`src/rtl/t_state_ring_counter_pkg.sv`:
```
// t_state_ring_counter_pkg: shared T-state constants and ring stage control codes.
package t_state_ring_counter_pkg;
    localparam int NUM_T_DEF = 6;
    localparam int FETCH_T = 3;
    localparam int T1_IDX = 0;
    typedef enum logic [1:0] {
        STG_HOLD,
        STG_SHIFT,
        STG_LOAD1,
        STG_LOAD0
    } stageCtl_e;
endpackage

```
`src/rtl/t_state_ring_counter_if.sv`:
```
// t_state_ring_counter_if: sequencer controls and T-state outputs of the ring counter.
interface t_state_ring_counter_if #(
    parameter int NUM_T = t_state_ring_counter_pkg::NUM_T_DEF,
    parameter int IDX_W = 5
);
    logic iRestart;
    logic iHalt;
    logic iManual;
    logic iStep;
    logic [NUM_T-1:0] oT;
    logic [IDX_W-1:0] oTIndex;
    logic oFetch;
    logic oLastT;
    logic oHalted;
    modport master(
        output iRestart, iHalt, iManual, iStep,
        input oT, oTIndex, oFetch, oLastT, oHalted
    );
    modport slave(
        input iRestart, iHalt, iManual, iStep,
        output oT, oTIndex, oFetch, oLastT, oHalted
    );
endinterface

```
`src/rtl/t_state_ring_counter_stage.sv`:
```
// t_ring_stage: one negedge ring flop with async reset to RST_VAL and load/shift/hold control.
module t_ring_stage
    import t_state_ring_counter_pkg::*;
#(
    parameter logic RST_VAL = 1'b0
) (
    input  logic      iClk,
    input  logic      iReset,
    input  stageCtl_e ctl,
    input  logic      shiftIn,
    output logic      q
);
    always_ff @(negedge iClk or posedge iReset)
        if (iReset) q <= RST_VAL;
        else q <= ctl == STG_LOAD1 ? 1'b1 :
                  ctl == STG_LOAD0 ? 1'b0 :
                  ctl == STG_SHIFT ? shiftIn : q;
endmodule

```
`src/rtl/t_state_ring_counter.sv`:
```
// t_state_ring_counter: one-hot T-state ring for the control sequencer, stepping on the falling edge.
module t_state_ring_counter
    import t_state_ring_counter_pkg::*;
#(
    parameter int NUM_T = NUM_T_DEF,
    parameter int IDX_W = 5
) (
    input logic iClk,
    input logic iReset,
    t_state_ring_counter_if.slave bus
);
    localparam logic [NUM_T-1:0] T1 = NUM_T'(1) << T1_IDX;
    logic [NUM_T-1:0] tq, nextT;
    logic [IDX_W-1:0] nextIdx;
    logic stepPrev, adv, active, ldT1, oneHot;
    stageCtl_e ctl [NUM_T];
    assign oneHot = (tq != '0) && ((tq & (tq - NUM_T'(1))) == '0);
    assign adv = bus.iManual ? (bus.iStep & ~stepPrev) : 1'b1;
    assign active = ~bus.oHalted & adv;
    // A corrupted vector is recovered exactly like an early end: back to T1.
    assign ldT1 = ~oneHot | bus.iHalt | bus.iRestart;
    assign nextT = !active ? tq : ldT1 ? T1 : {tq[NUM_T-2:0], tq[NUM_T-1]};
    always_comb begin
        nextIdx = '0;
        for (int i = 0; i < NUM_T; i++) begin
            if (nextT[i]) nextIdx = nextIdx | IDX_W'(i);
            ctl[i] = !active ? STG_HOLD : ldT1 ? (i == T1_IDX ? STG_LOAD1 : STG_LOAD0) : STG_SHIFT;
        end
    end
    for (genvar i = 0; i < NUM_T; i++) begin : genStage
        t_ring_stage #(.RST_VAL(1'(i == T1_IDX))) uStage (
            .iClk(iClk),
            .iReset(iReset),
            .ctl(ctl[i]),
            .shiftIn(tq[(i + NUM_T - 1) % NUM_T]),
            .q(tq[i])
        );
    end
    assign bus.oT = tq;
    assign bus.oLastT = tq[NUM_T-1] | bus.iRestart;
    always_ff @(negedge iClk or posedge iReset)
        if (iReset) begin
            bus.oTIndex <= '0;
            bus.oFetch <= 1'b1;
            bus.oHalted <= 1'b0;
            stepPrev <= 1'b0;
        end else begin
            bus.oTIndex <= nextIdx;
            bus.oFetch <= |nextT[FETCH_T-1:0];
            bus.oHalted <= bus.oHalted | (active & bus.iHalt);
            stepPrev <= bus.iStep;
        end
endmodule

```
`src/flat_wrapper.sv`:
```
// flat-port wrapper written by rule: the top's interface ports become plain ports
module t_state_ring_counter_flat import t_state_ring_counter_pkg::*;
#(
    parameter int NUM_T = NUM_T_DEF,
    parameter int IDX_W = 5
)
  (iClk, iReset, bus_iRestart, bus_iHalt, bus_iManual, bus_iStep, bus_oT, bus_oTIndex, bus_oFetch, bus_oLastT, bus_oHalted);
  t_state_ring_counter_if #(.NUM_T(NUM_T), .IDX_W(IDX_W)) bus_i ();
  input logic iClk;
  input logic iReset;
  input wire logic [$bits(bus_i.iRestart)-1:0] bus_iRestart;
  input wire logic [$bits(bus_i.iHalt)-1:0] bus_iHalt;
  input wire logic [$bits(bus_i.iManual)-1:0] bus_iManual;
  input wire logic [$bits(bus_i.iStep)-1:0] bus_iStep;
  output wire logic [$bits(bus_i.oT)-1:0] bus_oT;
  output wire logic [$bits(bus_i.oTIndex)-1:0] bus_oTIndex;
  output wire logic [$bits(bus_i.oFetch)-1:0] bus_oFetch;
  output wire logic [$bits(bus_i.oLastT)-1:0] bus_oLastT;
  output wire logic [$bits(bus_i.oHalted)-1:0] bus_oHalted;
  assign bus_i.iRestart = bus_iRestart;
  assign bus_i.iHalt = bus_iHalt;
  assign bus_i.iManual = bus_iManual;
  assign bus_i.iStep = bus_iStep;
  assign bus_oT = bus_i.oT;
  assign bus_oTIndex = bus_i.oTIndex;
  assign bus_oFetch = bus_i.oFetch;
  assign bus_oLastT = bus_i.oLastT;
  assign bus_oHalted = bus_i.oHalted;
  t_state_ring_counter #(.NUM_T(NUM_T), .IDX_W(IDX_W)) u_core (.iClk(iClk), .iReset(iReset), .bus(bus_i));
endmodule
```
`config.mk`:
```
export PLATFORM = sky130hd
export DESIGN_NAME = t_state_ring_counter_flat
export DESIGN_NICKNAME = d
export VERILOG_FILES = /design/src/rtl/t_state_ring_counter_pkg.sv /design/src/rtl/t_state_ring_counter_if.sv /design/src/rtl/t_state_ring_counter_stage.sv /design/src/rtl/t_state_ring_counter.sv /design/src/flat_wrapper.sv
export SDC_FILE = /design/constraint.sdc
export NUM_CORES = 1
export LEC_CHECK = 0
export ABC_AREA = 1
export CAP_MARGIN = 20
export CORE_MARGIN = 4
export CORE_UTILIZATION = 45
export CTS_CLUSTER_DIAMETER = 150
export DETAILED_ROUTE_END_ITERATION = 6
export PLACE_DENSITY_LB_ADDON = 0.05
export SYNTH_ARGS = -nofsm -noshare
export SYNTH_HDL_FRONTEND = slang
export SYNTH_SLANG_ARGS = --single-unit
```
`constraint.sdc`:
```
create_clock -name iClk -period 2.6 [get_ports iClk]
set_clock_uncertainty 0.15 [all_clocks]
set_input_delay 0.52 -clock iClk [delete_from_list [all_inputs] [get_ports iClk]]
set_output_delay 0.52 -clock iClk [all_outputs]
set_load 0.005 [all_outputs]
```
==> results.md, run 1 <==
- Worst-case hold path end point: u_core.genStage[4].uStage.q
- Buffer cell driving the clock tree root: clkbuf_4
- Most numerous cell types in the synthesized netlist: nand2_1 (25), inv_1 (12), dfrtn_1 (10), buf_4 (8)
- Number of different library cells in the post-synthesis netlist: 15
- Antenna diode count: 0
- Largest delay contributor family on the critical path: flip-flops
- TritonCTS buffer count: 3
- Final setup margin: -0.3750 ns
- Overall via count from detail_route: 650
- Area of the core: 1366 sq um
- Fraction of the yosys area taken by sequential cells: ~44%
- Cell depth of the worst flop-to-flop path: 10
- Proportion of synthesized flip-flops having asynchronous set or reset: 100.0%
- Port Buf Inserts: 17
- Pwr/cell area: approximately 360 nW/um^2
- H-tree level count: 1
- Kind of path behind the tightest hold check: reg -> reg
- Largest cells by area after synthesis: dfrtn_1 (36%), nand2_1 (14%), buf_4 (8.7%)
- Required @ worst endpoint: about 1.9 ns
- Drt first pass iters: 4
- Die span in y: approximately 47 um
- Leak: approximately 0.00057 uW
- Final-report setup violation count: 12
- Number of standard-cell rows in the floorplan: 13
- Result of the run: complete, but fails checks
- Warning count from the yosys run: 0
- Post-synthesis instance total: 89
- Final weighted congestion in routability-driven placement: a little over 0.8
- Total Routed Length: approximately 1700 um
- Hold violation count in the final report: 0
- CTS tree: built
- Number of nets in the finished design: 131
- Starting DRT DRC Count: 20
- Maxcap violations: 0
- Number of antenna violations at the first check in global routing: 0
- Violations in the final reports: setup timing
- First-pass GRT wire length: between 2000 and 3000 um
- Mean Syn Cell Area: 7.718 sq um
- Chip width: about 47 um
- Clock-pin slew of the registers on the worst-case setup and hold paths: about 0.060 ns
- Number of placed cells counting well taps: about 130
- Area of the mapped netlist: roughly 690 sq um
- Fraction of layout cells with a size suffix above 1: between 50% and 60%
- Worst supply voltage drop on vdd: 548.3 uV
- Total count of max-transition violations in the final report: 0
- Area of the die: roughly 2200 sq um
- Maximum number of pins on one net before global-route repair: 8
- Combined buffer and inverter count along the critical path: 1
- Initial standard-cell utilization of the core: 50.27%
- Detail Placement HPWL: between 1000 and 1500 um
- Worst setup EP type: output port
- Area Growth Syn to Fin: 52.28%
- Total cell area at the placement stage: ~960 sq um
- Global router's overall resource usage: between 15 and 20%
- Unrepaired setup endpoints after global routing: true
- Worst R2R Setup Slack: 0.91 ns
- WP data arrival: ~2.3 ns
- Worst path cell trace: or2_4, buf_6
- Maximum single-stage delay on the critical path: 0.38 ns
- Area leader, netlist: dfrtn_1
- Hold path start: u_core.genStage[4].uStage.q
- CTS Hold Bufs: 0
- Multi-input gate area in the final layout: approximately 350 sq um
- Final Total Pwr: 376.0 uW
- Detail Route Antenna Nets: 0
- Remaining global-route overflow: 0
- Reg-to-reg critical path startpoint: u_core.genStage[5].uStage.q
- WHS Path Cells: 3
- Total of fill cells in the finished design: 93
- Most numerous cell in the Yosys netlist: nand2_1
- Post-DR wirelength/cell: approximately 12 um
- Final cell area excluding filler cells: between 1000 and 1500 sq um
- Worst Setup Start Kind: flip-flop
- Reg-to-reg endpoint: u_core.bus.oTIndex[0]
- Slowest cell on the critical path: dfrtn_1
- Critical path start-end classification: reg -> out
- Total DRC errors in the routed layout: 0
- Number of synthesized flops with an enable pin: 0
- Crit-path max FO: 2
- Sequential cell area in the final layout: about 300 sq um
- I/O pin count: 20
- Clock Sink Count: 12
- Number of flip-flops and latches in the synthesized netlist: 12
- Synth Flop Type: dfrtn_1
- Latest clock arrival within the worst-skew pair: 0.33 ns
- Layout Cells excl Fill: 139
- Per-cell via count in the routed design: about 4.7
- Via count of the first global-routing pass: between 500 and 600
- Bufs on Longest Clock Path: 2
- Worst Hold Slack: 0.4701 ns
- Portion of synthesized cell area occupied by the leading cell type: between 30% and 40%
- Core utilization of the finished layout: 76.56%
-- layout by cell type (no fill, tap or decap), drive strengths merged --
| master | netlist | layout |
|---|---|---|
| a21oi | 3 | 3 |
| nor2 | 10 | 10 |
| buf | 8 | 36 |
| conb | 1 | 2 |
| inv | 15 | 16 |
| or2 | 1 | 1 |
| dfrtn | 10 | 10 |
| nand2 | 29 | 29 |
| dfstp | 2 | 2 |
| nand4 | 2 | 2 |
| clkinvlp | 0 | 1 |
| o21ai | 1 | 1 |
| clkdlybuf4s50 | 0 | 1 |
| nand3 | 7 | 7 |
| clkbuf | 0 | 3 |
-- tightest hold or removal path, stage by stage (launching register included) --
cell and delay (ns):
dfrtn_1 0.41, buf_4 0.14, nand2_1 0.09, o21ai_4 0.07
-- sequential cells by signal, indices dropped and copies added (netlist names) --
signal / cells
u_core.bus.oHalted: 1
u_core.genStage.uStage.q: 6
u_core.bus.oFetch: 1
u_core.bus.oTIndex: 3
u_core.stepPrev: 1
-- logic make-up (layout without fill, tap and decap cells) --
group	Yosys count	count (layout)	synth area share, %
DFF	12	12	44.08
AOI/OAI and AO/OA	4	4	4.554
other	1	2	0.5459
buffers and inverters	23	57	16.94
and+or+nand+nor	49	49	33.88
-- area by class of cell --
| cell class | count | area share (%) |
|---|---|---|
| multi-input combinational | 55 | 33.01 |
| sequential | 12 | 28.95 |
| timing repair buffer | 37 | 27.87 |
| inverter | 14 | 5.024 |
| clock buffer | 3 | 2.153 |
| tap | 15 | 1.794 |
| clock inverter | 3 | 1.196 |
-- metal layers --
| metal | routed length (um) | vias up | track usage [%] |
|---|---|---|---|
| met5 | 0 | - | 0 |
| met4 | 36 | 0 | 6.630 |
| met2 | 838 | 19 | 27.91 |
| li1 | - | 329 | - |
| met3 | 145 | 4 | 3.831 |
| met1 | 716 | 298 | 23.28 |
-- repair_timing --
item / in CTS / in global routing
endpoints found under the setup margin: 23 / 18
resized for setup: 68 / 14
pin swaps: 11 / 8
buffers inserted: 3 / 5
-- power breakdown --
| part | switching [uW] | total [uW] | internal, uW |
|---|---|---|---|
| clock | 75.6 | 136 | 60.0 |
| sequential | 1.09 | 192 | 191 |
| combinational | 23.9 | 48.0 | 24.2 |
-- per-stage QoR --
stage | setup TNS [ns] | setup WS, ns
floorplan | -0.2389 | -0.08513
global placement | -10.72 | -0.7723
detailed placement | -11.27 | -0.8161
CTS | -2.674 | -0.3832
global route | -3.072 | -0.4018
finish | -2.548 | -0.3750
-- worst max-delay path by stage --
| stage | cells after the start | slack [ns] | endpoint | from |
|---|---|---|---|---|
| 2_1_floorplan | 8 | -0.09 | u_core.bus.oFetch | bus_iStep |
| 5_1_grt | 2 | -0.40 | bus_oLastT | u_core.genStage[5].uStage.q |
| 6_report | 2 | -0.38 | bus_oLastT | u_core.genStage[5].uStage.q |
| 3_3_place_gp | 8 | -0.77 | u_core.bus.oFetch | bus_iStep |
| 4_1_cts | 2 | -0.38 | bus_oLastT | u_core.genStage[5].uStage.q |
| 3_5_place_dp | 9 | -0.82 | u_core.bus.oFetch | bus_iStep |
No activity file was read; power rests on OpenSTA's default activity.
==> run 2: changes to the inputs <==
--- a/config.mk
+++ b/config.mk
@@ -11,6 +11,8 @@
 export CORE_UTILIZATION = 45
 export CTS_CLUSTER_DIAMETER = 150
 export DETAILED_ROUTE_END_ITERATION = 6
+export DONT_BUFFER_PORTS = 1
+export MAX_ROUTING_LAYER = met4
 export PLACE_DENSITY_LB_ADDON = 0.05
 export SYNTH_ARGS = -nofsm -noshare
 export SYNTH_HDL_FRONTEND = slang
==> constraint.sdc (replaced) <==
create_clock -name iClk -period 2.6 [get_ports iClk]
set_clock_uncertainty 0.15 [all_clocks]
set_input_delay 0.52 -clock iClk [delete_from_list [all_inputs] [get_ports iClk]]
set_output_delay 0.52 -clock iClk [all_outputs]
set_load 0.01 [all_outputs]
==> run 2 against run 1 <==
The run still ends with setup timing left. Clock power hardly changed. Routed wire length down 17%. Worst setup slack better by 0.11 ns. Cell area shrank 21%. Register-to-register slack is essentially flat. Critical endpoint unchanged. Largest cell class unchanged. Largest power group unchanged.
==> results.md, run 2 (synthesized netlist as in run 1, its figures left out) <==
- Largest delay contributor family on the critical path: flip-flops
- Largest registers: u_core.genStage.uStage.q: 6 flops, u_core.bus.oTIndex: 3 flops
- Setup Buffers After CTS: 0
- Crit-path max FO: 2
- Slowest cell on the critical path: dfrtn_1
- Clock-pin slew of the registers on the worst-case setup and hold paths: roughly 0.06 ns
- Total cell area at the placement stage: 795.8 sq um
- Result of the run: complete, but fails checks
- Overall via count from detail_route: about 550
- Commonest non-fill, non-tap cells in the layout: nand2_1 (23), inv_1 (13), buf_4 (13), dfrtn_1 (10), nor2_1 (6)
- Critical path start-end classification: reg -> out
- Clock Sink Count: 12
- I/O pin count: 20
- Setup Total Neg Slack: -1.846 ns
- Via count of the first global-routing pass: about 540
- Number of flip-flops under the largest register name: 6
- WP data arrival: between 2 and 2.5 ns
- Number of resized instances in the post-cts repair step: 0
- Leak: around 0.00044 uW
- Starting DRT DRC Count: 8
- Worst supply voltage drop on vdd: 274.3 uV
- Number of placed cells counting well taps: 110
- Final setup margin: -0.2679 ns
- Fraction of layout cells with a size suffix above 1: 37.00%
- Final cell area excluding filler cells: a little over 800 sq um
- Most common cell after layout, fill and taps aside: nand2_1
- H-tree level count: 1
- Final weighted congestion in routability-driven placement: just under 0.8
- Total DRC errors in the routed layout: 0
- Port Buf Inserts: 0
- Violations in the final reports: setup timing
- Layout Cells excl Fill: ~120
- Remaining global-route overflow: 0
- Area of the die: 2216 sq um
- CTS tree: built
- Drt first pass iters: 4
- Area Growth Syn to Fin: 20.22%
- Unrepaired setup endpoints after global routing: true
- Maxcap violations: 0
- Kind of path behind the tightest hold check: reg -> reg
- Maximum number of pins on one net before global-route repair: 9
- Combined buffer and inverter count along the critical path: 0
- Worst path cell trace: or2_4
- Part of the power in the clock network: between 30% and 40%
- Internal power component: around 270 uW
- Post-DR wirelength/cell: around 13 um
- Initial standard-cell utilization of the core: 50.27%
- Latest clock arrival within the worst-skew pair: around 0.33 ns
- Chip width: 47.07 um
- Number of nets in the finished design: around 110
- Switching power total: a little over 90 uW
- Required @ worst endpoint: between 1.5 and 2 ns
- Maximum single-stage delay on the critical path: 0.37 ns
- Core utilization of the finished layout: 60.44%
- Antenna diode count: 0
- Worst setup EP type: output port
- Proportion of total power due to net switching: 25.70%
- Global router's overall resource usage: between 10% and 20%
- Detail Route Antenna Nets: 0
- Per-cell via count in the routed design: roughly 4.8
- Total Routed Length: 1446 um
- Share of total power in combinational logic: 7.9%
- Bufs on Longest Clock Path: 2
- Final Total Pwr: approximately 360 uW
- Worst Setup Start Kind: flip-flop
- Hold violation count in the final report: 0
- Detail Placement HPWL: 1218 um
- Sequential group share of total power: approximately 54%
- Die span in y: about 47 um
- Final-report setup violation count: 12
- Number of standard-cell rows in the floorplan: 13
- Register containing the most flip-flops in the final layout: u_core.genStage.uStage.q
- Buffer cell driving the clock tree root: clkbuf_4
- TritonCTS buffer count: 3
- First-pass GRT wire length: ~2500 um
- Total count of max-transition violations in the final report: 0
- Pwr/cell area: ~430 nW/um^2
- Area of the core: ~1400 sq um
- Number of antenna violations at the first check in global routing: 0
-- run 2: cell count changes in the layout (fill, tap and decap cells not counted), moves of 2 or more --
| cell | change |
|---|---|
| buf_2 | -9 |
| buf_6 | -7 |
| buf_4 | -6 |
| nand2_1 | +2 |
| nand3_1 | +2 |
| nand3_2 | -2 |
-- run 2: final cells by class --
class	instances	area (sq um)
Clock buffer	4	26.28
Clock inverter	2	7.507
Fill cell	127	540.5
Inverter	14	52.55
Multi-Input combinational cell	55	320.3
Sequential cell	12	302.8
Tap cell	15	18.77
Timing Repair Buffer	13	97.59
-- run 2: worst paths after layout --
path                                             startpoint                     to  slack, ns  depth (start not counted)
worst min register to register           u_core.bus.oHalted     u_core.bus.oHalted       0.49                          3
worst max-delay path            u_core.genStage[5].uStage.q             bus_oLastT      -0.27                          1
min in group asynchronous                            iReset  u_core.bus.oTIndex[0]       1.09                          1
max in group asynchronous                            iReset     u_core.bus.oHalted       0.80                          2
worst min-delay path                     u_core.bus.oHalted     u_core.bus.oHalted       0.49                          3
worst max register to register  u_core.genStage[0].uStage.q  u_core.bus.oTIndex[0]       0.92                         10
-- run 2: timing repair --
item	CTS	global route
endpoints found under the setup margin	12	12
pin swaps	1	0
hold buffers	0	0
cloned	0	0
-- run 2: per-layer routing --
layer  vias to the layer above  routed length (um)  track usage, %
met3                         4                 102           5.747
li1                        280                   -               -
met4                         0                  23           8.287
met1                       247                 662           21.23
met2                        16                 658           25.20
met5                         -                   0               -
-- run 2: power groups by stage --
stage          sequential (uW)  combinational (uW)  clock, uW
4_1_cts                    193                28.7        137
6_report                   193                28.4        136
5_1_grt                    193                31.9        152
2_1_floorplan              197                23.4       7.22
3_3_place_gp               196                28.2       7.22
3_5_place_dp               196                28.6       7.22
-- run 2: stage by stage --
stage	setup slack, ns	hold slack, ns
3_3_place_gp	-0.1908	0.4882
3_5_place_dp	-0.1738	0.4983
4_1_cts	-0.2651	0.4988
5_1_grt	-0.2976	0.5193
2_1_floorplan	-0.08513	0.3433
6_report	-0.2679	0.4893
